[config.mk]
export PLATFORM = sky130hd
export DESIGN_NAME = fetch_stage
export DESIGN_NICKNAME = d
export VERILOG_FILES = /design/src/rtl/cpu_pkg.sv /design/src/rtl/if_id_reg.sv /design/src/rtl/fetch_stage.sv
export SDC_FILE = /design/constraint.sdc
export NUM_CORES = 1
export LEC_CHECK = 0
export CORE_MARGIN = 3
export CORE_UTILIZATION = 52
export CTS_BUF_LIST = sky130_fd_sc_hd__clkbuf_16
export CTS_CLUSTER_SIZE = 28
export DETAILED_ROUTE_END_ITERATION = 6
export PLACE_DENSITY = 0.84
export SLEW_MARGIN = 20
export SYNTH_ARGS = -nofsm -noshare
export SYNTH_HDL_FRONTEND = slang
export SYNTH_HIERARCHICAL = 1
export SYNTH_SLANG_ARGS = --single-unit
[constraint.sdc]
create_clock -name clk -period 3.15 [get_ports clk]
set_clock_uncertainty 0.05 [all_clocks]
set_input_delay 0.945 -clock clk [delete_from_list [all_inputs] [get_ports clk]]
set_output_delay 0.945 -clock clk [all_outputs]
set_load 0.01 [all_outputs]
[src/rtl/cpu_pkg.sv]
// Shared CPU definitions: instruction field positions, fetch FSM states,
// reset PC and the IF/ID payload layout.
package cpu_pkg;

    localparam int unsigned XLEN = 32;

    // Instruction field bit positions
    localparam int unsigned OPC_MSB = 31;
    localparam int unsigned OPC_LSB = 28;
    localparam int unsigned RD_MSB  = 27;
    localparam int unsigned RD_LSB  = 22;
    localparam int unsigned RS_MSB  = 21;
    localparam int unsigned RS_LSB  = 16;
    localparam int unsigned RT_MSB  = 15;
    localparam int unsigned RT_LSB  = 10;

    localparam logic [XLEN-1:0] RESET_PC_DEFAULT = 32'h0000_0000;

    // REQ: request on the bus; WAIT: granted, awaiting rvalid;
    // HOLD: response parked because decode is stalled
    typedef enum logic [1:0] {
        FS_REQ  = 2'd0,
        FS_WAIT = 2'd1,
        FS_HOLD = 2'd2
    } fetch_state_e;

    // Payload held in the IF/ID register and the response buffer
    typedef struct packed {
        logic [XLEN-1:0] pc;
        logic [XLEN-1:0] inst;
    } if_id_t;

endpackage

[src/rtl/if_id_reg.sv]
// IF/ID holding register: valid/ready handshake towards decode, with flush.
// Flush has priority over load, so a word loaded on a redirect cycle is dropped.
module if_id_reg
    import cpu_pkg::*;
(
    input  logic   clk,
    input  logic   rst_n,
    input  logic   i_load,
    input  logic   i_flush,
    input  logic   i_ready,
    input  if_id_t i_data,
    output logic   o_valid,
    output if_id_t o_data,
    output logic   o_can_load_c
);

    logic   r_valid;
    if_id_t r_data;

    // Register is free when empty or when decode consumes it this cycle
    assign o_can_load_c = !r_valid || i_ready;

    // Valid flag and payload; payload keeps its value when not reloaded
    always_ff @(posedge clk or negedge rst_n) begin
        if (!rst_n) begin
            r_valid <= 1'b0;
            r_data  <= '0;
        end else if (i_flush) begin
            r_valid <= 1'b0;
        end else if (i_load) begin
            r_valid <= 1'b1;
            r_data  <= i_data;
        end else if (i_ready) begin
            r_valid <= 1'b0;
        end
    end

    assign o_valid = r_valid;
    assign o_data  = r_data;

endmodule

[src/rtl/fetch_stage.sv]
// Instruction fetch stage: PC, single-outstanding imem request FSM, redirect
// handling with stale-response dropping, and the IF/ID register.
// Optional feature macro: FETCH_STALL_CNT_EN adds the stall_cnt output.
module fetch_stage
    import cpu_pkg::*;
#(
    parameter logic [XLEN-1:0] RESET_PC = RESET_PC_DEFAULT,
    parameter logic [XLEN-1:0] PC_INC   = 32'd1
) (
    input  logic            clk,
    input  logic            rst_n,
    output logic            imem_req,
    output logic [XLEN-1:0] imem_addr,
    input  logic            imem_gnt,
    input  logic            imem_rvalid,
    input  logic [XLEN-1:0] imem_rdata,
    input  logic            br_taken,
    input  logic [XLEN-1:0] br_target,
    input  logic            id_ready,
    output logic            id_valid,
    output logic [XLEN-1:0] id_pc,
    output logic [XLEN-1:0] id_inst,
    output logic [3:0]      id_opcode,
    output logic [5:0]      id_rd,
    output logic [5:0]      id_rs,
    output logic [5:0]      id_rt,
    output logic [5:0]      id_imm6
`ifdef FETCH_STALL_CNT_EN
    ,
    output logic [15:0]     stall_cnt
`endif
);

    fetch_state_e    r_state;
    logic [XLEN-1:0] r_pc;
    logic [XLEN-1:0] r_out_pc;
    logic            r_req;
    logic            r_stale;
    if_id_t          r_buf;

    logic            w_can_load;
    logic            w_load;
    if_id_t          w_load_data;
    if_id_t          w_id_data;

    // Select what enters IF/ID: a fresh response in WAIT or the parked one in HOLD
    always_comb begin
        w_load      = 1'b0;
        w_load_data = '0;
        if (r_state == FS_WAIT && imem_rvalid && !r_stale && w_can_load) begin
            w_load      = 1'b1;
            w_load_data = '{pc: r_out_pc, inst: imem_rdata};
        end else if (r_state == FS_HOLD && id_ready) begin
            w_load      = 1'b1;
            w_load_data = r_buf;
        end
    end

    // Fetch FSM with PC, request flag and stale-response tracking.
    // A redirect while a response is still owed parks in WAIT with the stale
    // flag set, so only one request is ever outstanding.
    always_ff @(posedge clk or negedge rst_n) begin
        if (!rst_n) begin
            r_state  <= FS_REQ;
            r_pc     <= RESET_PC;
            r_out_pc <= '0;
            r_req    <= 1'b0;
            r_stale  <= 1'b0;
            r_buf    <= '0;
        end else begin
            case (r_state)
                FS_REQ: begin
                    r_req <= 1'b1;
                    if (br_taken) begin
                        r_pc <= br_target;
                        if (r_req && imem_gnt) begin
                            // Grant on a redirect cycle belongs to the old path
                            r_state <= FS_WAIT;
                            r_stale <= 1'b1;
                            r_req   <= 1'b0;
                        end
                    end else if (r_req && imem_gnt) begin
                        r_out_pc <= r_pc;
                        r_pc     <= r_pc + PC_INC;
                        r_state  <= FS_WAIT;
                        r_req    <= 1'b0;
                    end
                end
                FS_WAIT: begin
                    if (br_taken) begin
                        r_pc <= br_target;
                        if (imem_rvalid) begin
                            r_state <= FS_REQ;
                            r_req   <= 1'b1;
                            r_stale <= 1'b0;
                        end else begin
                            r_stale <= 1'b1;
                        end
                    end else if (imem_rvalid) begin
                        r_stale <= 1'b0;
                        if (r_stale || w_can_load) begin
                            r_state <= FS_REQ;
                            r_req   <= 1'b1;
                        end else begin
                            r_state <= FS_HOLD;
                            r_buf   <= '{pc: r_out_pc, inst: imem_rdata};
                        end
                    end
                end
                FS_HOLD: begin
                    if (br_taken) begin
                        r_pc    <= br_target;
                        r_state <= FS_REQ;
                        r_req   <= 1'b1;
                    end else if (id_ready) begin
                        r_state <= FS_REQ;
                        r_req   <= 1'b1;
                    end
                end
                default: begin
                    r_state <= FS_REQ;
                    r_req   <= 1'b0;
                end
            endcase
        end
    end

    if_id_reg u_if_id_reg (
        .clk          (clk),
        .rst_n        (rst_n),
        .i_load       (w_load),
        .i_flush      (br_taken),
        .i_ready      (id_ready),
        .i_data       (w_load_data),
        .o_valid      (id_valid),
        .o_data       (w_id_data),
        .o_can_load_c (w_can_load)
    );

    assign imem_req  = r_req;
    assign imem_addr = r_pc;

    assign id_pc     = w_id_data.pc;
    assign id_inst   = w_id_data.inst;
    assign id_opcode = w_id_data.inst[OPC_MSB:OPC_LSB];
    assign id_rd     = w_id_data.inst[RD_MSB:RD_LSB];
    assign id_rs     = w_id_data.inst[RS_MSB:RS_LSB];
    assign id_rt     = w_id_data.inst[RT_MSB:RT_LSB];
    assign id_imm6   = w_id_data.inst[RT_MSB:RT_LSB];

`ifdef FETCH_STALL_CNT_EN
    logic [15:0] r_stall_cnt;

    // Saturating count of cycles where decode holds off a valid instruction
    always_ff @(posedge clk or negedge rst_n) begin
        if (!rst_n) begin
            r_stall_cnt <= '0;
        end else if (id_valid && !id_ready && r_stall_cnt != 16'hFFFF) begin
            r_stall_cnt <= r_stall_cnt + 16'd1;
        end
    end

    assign stall_cnt = r_stall_cnt;
`endif

endmodule

==> results by group <==
Clock tree
  – Clk buf depth: 2
  – H-tree Lvls: 4
  – Clock transition at path regs: ~70 ps
  – Number of clock sinks: 197
  – CTS Hold Bufs: 0
  – Post-CTS Setup Repair Bufs: 0
  – Latest clock arrival within the worst-skew pair: around 430 ps
  – CTS tree: done
  – Num CTS Buffers: 17
  – Clk root buf: clkbuf_16
  – Post-CTS Resized: 0

Die
  – Die Y: 143 µm
  – FP Rows: 49
  – Die width: 143 µm
  – Die ar.: 0.0204 mm²
  – Core area: 0.0182 mm²
  – Top-Level Pins: 196
  – Starting Density: 0.535

STA
  – Final min period: 2670 ps
  – Setup repair after global routing missed its margin: false
  – Slew Limit Fails: 0
  – Peak Freq: 374 MHz
  – Final hold viol count: 0
  – Final setup violation count: 0
  – Setup_tns: 0 ps
  – Slew @ Worst Pin: 541 ps
  – Period utilisation layout: 0.848
  – Max_slew headroom: 0.637

Synth
  – Sequential element share of the synthesized area: 0.506
  – Synthesized area: 0.00975 mm²
  – Post-synth top area share: 0.506
  – Largest cells by area after synthesis: dfrtp_1, mux2_4, mux2_1
  – Leading area contributor after synthesis: dfrtp_1
  – Top FF cell, synth: dfrtp_1
  – Yosys cell types: 55
  – Synth Warn #: 6
  – #FFs+latches synth: 197
  – Mean Syn Cell Area: roughly 11 µm²
  – Number of synthesized flops with an enable pin: 0
  – Syn Nets: 944
  – Syn Inst Count: around 870
  – Fraction of registers with async set/reset: 1.00

Final layout
  – FF/Latch Area: 0.00493 mm²
  – N_diodes: 0
  – Layout cell share with drive strength beyond 1: 0.164
  – Final Cell Area: 0.0123 mm²
  – Commonest non-fill, non-tap cell in the layout: dfrtp_1
  – Syn-to-layout area delta: 26.0%
  – Commonest cells after routing, fill and taps aside: dfrtp_1, clkdlybuf4s50_1, nand2_1
  – Layout Nets: around 1100
  – Multi-input gate area in the final layout: 0.00426 mm²
  – Fin util: 0.675
  – Fillcell total: 1347

Placement
  – Final RePlAce weighted congestion: roughly 0.94
  – Post-Place Cell Area: roughly 0.012 mm²
  – IO buf count: between 150 and 200
  – DP Wirelength: 16.3 mm

GRT
  – First-pass GRT wire length: 37.7 mm
  – Overflow after GRT: 0
  – Vias in the first global route: between 7000 and 8000
  – Initial antenna violation count: 0
  – Global Route Usage Sum: 0.232
  – Largest net degree at the start of global routing: 81

Power and ir drop
  – Maximum vdd drop: 484 µV
  – Pleak: 5.38 nW
  – PwrDens: 748 mW/mm²

Drt
  – Remaining antenna violation count: 0
  – Initial drt markers: 407
  – Final WL: 23.2 mm
  – WL per Instance: 18.3 µm
  – Vias post-DR: roughly 7300
  – First-pass detailed-route iteration total: 5
  – DRC Markers: 0
  – Vias per cell: 5.73

Run
  – Max_cap viols: 0

Critical path
  – Slowest stage cell, crit path: clkdlybuf4s50_1
  – Required time worst endpoint: ~2200 ps
  – Crit-path max FO: 11
  – CP cell instances: clkdlybuf4s50_1
  – Slowest stage delay, CP: approximately 630 ps
  – Setup Crit Path Kind: reg -> out
  – CP top delay family: buffers and inverters
  – Crit start category: register
  – Worst Setup End Kind: output pin
  – CP Buf/Inv Count: 1
  – Worst path arrival time: 1680 ps

Status
  – Status: complete, no violations

Worst hold path
  – Worst hold path type: reg -> reg
## Yosys cell counts, types with 4 or more instances
cell       instances
dfrtp_1          197
nand2_1          151
o21ai_0           86
mux2_1            60
mux2_4            60
mux2_2            40
a21oi_1           34
clkbuf_1          31
buf_4             28
nor2_1            28
and3_1            11
buf_2             11
nand3_1           10
nand4_1           10
a211oi_1           7
buf_12             7
a31oi_1            6
buf_1              6
inv_1              6
o22ai_1            6
ha_1               5
nand2b_1           5
nor3_1             5
o32ai_1            5
a2bb2oi_1          4
and4_1             4
o21ai_1            4
## cells by family (layout without fill, tap and decap cells)
logic type	Yosys count	in the layout	share of synthesized area
buffers and inverters	90	258	0.0585
multiplexers	161	161	0.209
adder cells (fa/ha/maj)	5	5	0.00642
AND/OR/NAND/NOR	246	246	0.119
AO/OA/AOI/OAI	170	170	0.101
flip-flops	197	197	0.506
## layout make-up
class,instances,share of cell area
clock buffers,17,0.0346
clock inverters,15,0.00947
inverters,7,0.00214
multi-input cells,582,0.347
flip-flops and latches,197,0.401
well taps,229,0.0233
repair buffers,219,0.182
## worst paths after layout
kind	startpoint	to	slack, ps	cells past startpoint
worst max-delay path	imem_addr[5]	imem_addr[5]	480	1
min in group asynchronous	rst_n	r_out_pc[6]	450	1
worst max register to register	r_state[1]	u_if_id_reg/o_data[6]	850	8
worst min-delay path	r_buf[30]	r_buf[30]	440	1
max in group asynchronous	rst_n	u_if_id_reg/o_data[49]	1900	2
worst min register to register	r_buf[30]	r_buf[30]	440	1
## metal layers
| metal | global-route usage | vias up | part of all wire |
|---|---|---|---|
| li1 | - | 3358 | - |
| met1 | 0.315 | 3601 | 0.44 |
| met2 | 0.380 | 268 | 0.48 |
| met3 | 0.0402 | 30 | 0.059 |
| met4 | 0.0775 | 0 | 0.020 |
| met5 | 0 | - | 0 |
## through the flow
stage | cells | worst slack (ps) | hold WS, ps | power [mW]
after floorplan | 869 | 318 | 414 | 5.66
after global placement | 1234 | 171 | 423 | 7.05
after detailed placement | 1234 | 59.5 | 431 | 7.20
after CTS | 1266 | 488 | 446 | 9.24
after global routing | 1266 | 343 | 458 | 9.71
final | 1266 | 479 | 442 | 9.19
## where the power goes
group,leakage [nW],internal [mW],switching [mW]
Sequential,2.58,3.22,0.810
Combinational,2.53,1.78,1.36
Clock,0.267,1.08,0.937
Total,5.38,6.08,3.11
## worst register-to-register path: stages, from the launching register on
cell and delay (ps):
dfrtp_1 400, inv_1 100, ha_1 210, nand2_1 100
nor3b_2 180, buf_4 290, buf_12 300, o21ai_0 250
mux2_4 300
## state kept, by name (all words and copies together), names as in the netlist
name / cells
u_if_id_reg/o_valid: 1
r_buf: 64
r_state: 2
r_out_pc: 32
imem_req: 1
u_if_id_reg/o_data: 64
r_stale: 1
imem_addr: 32
Power figures use the tool's default switching activity.
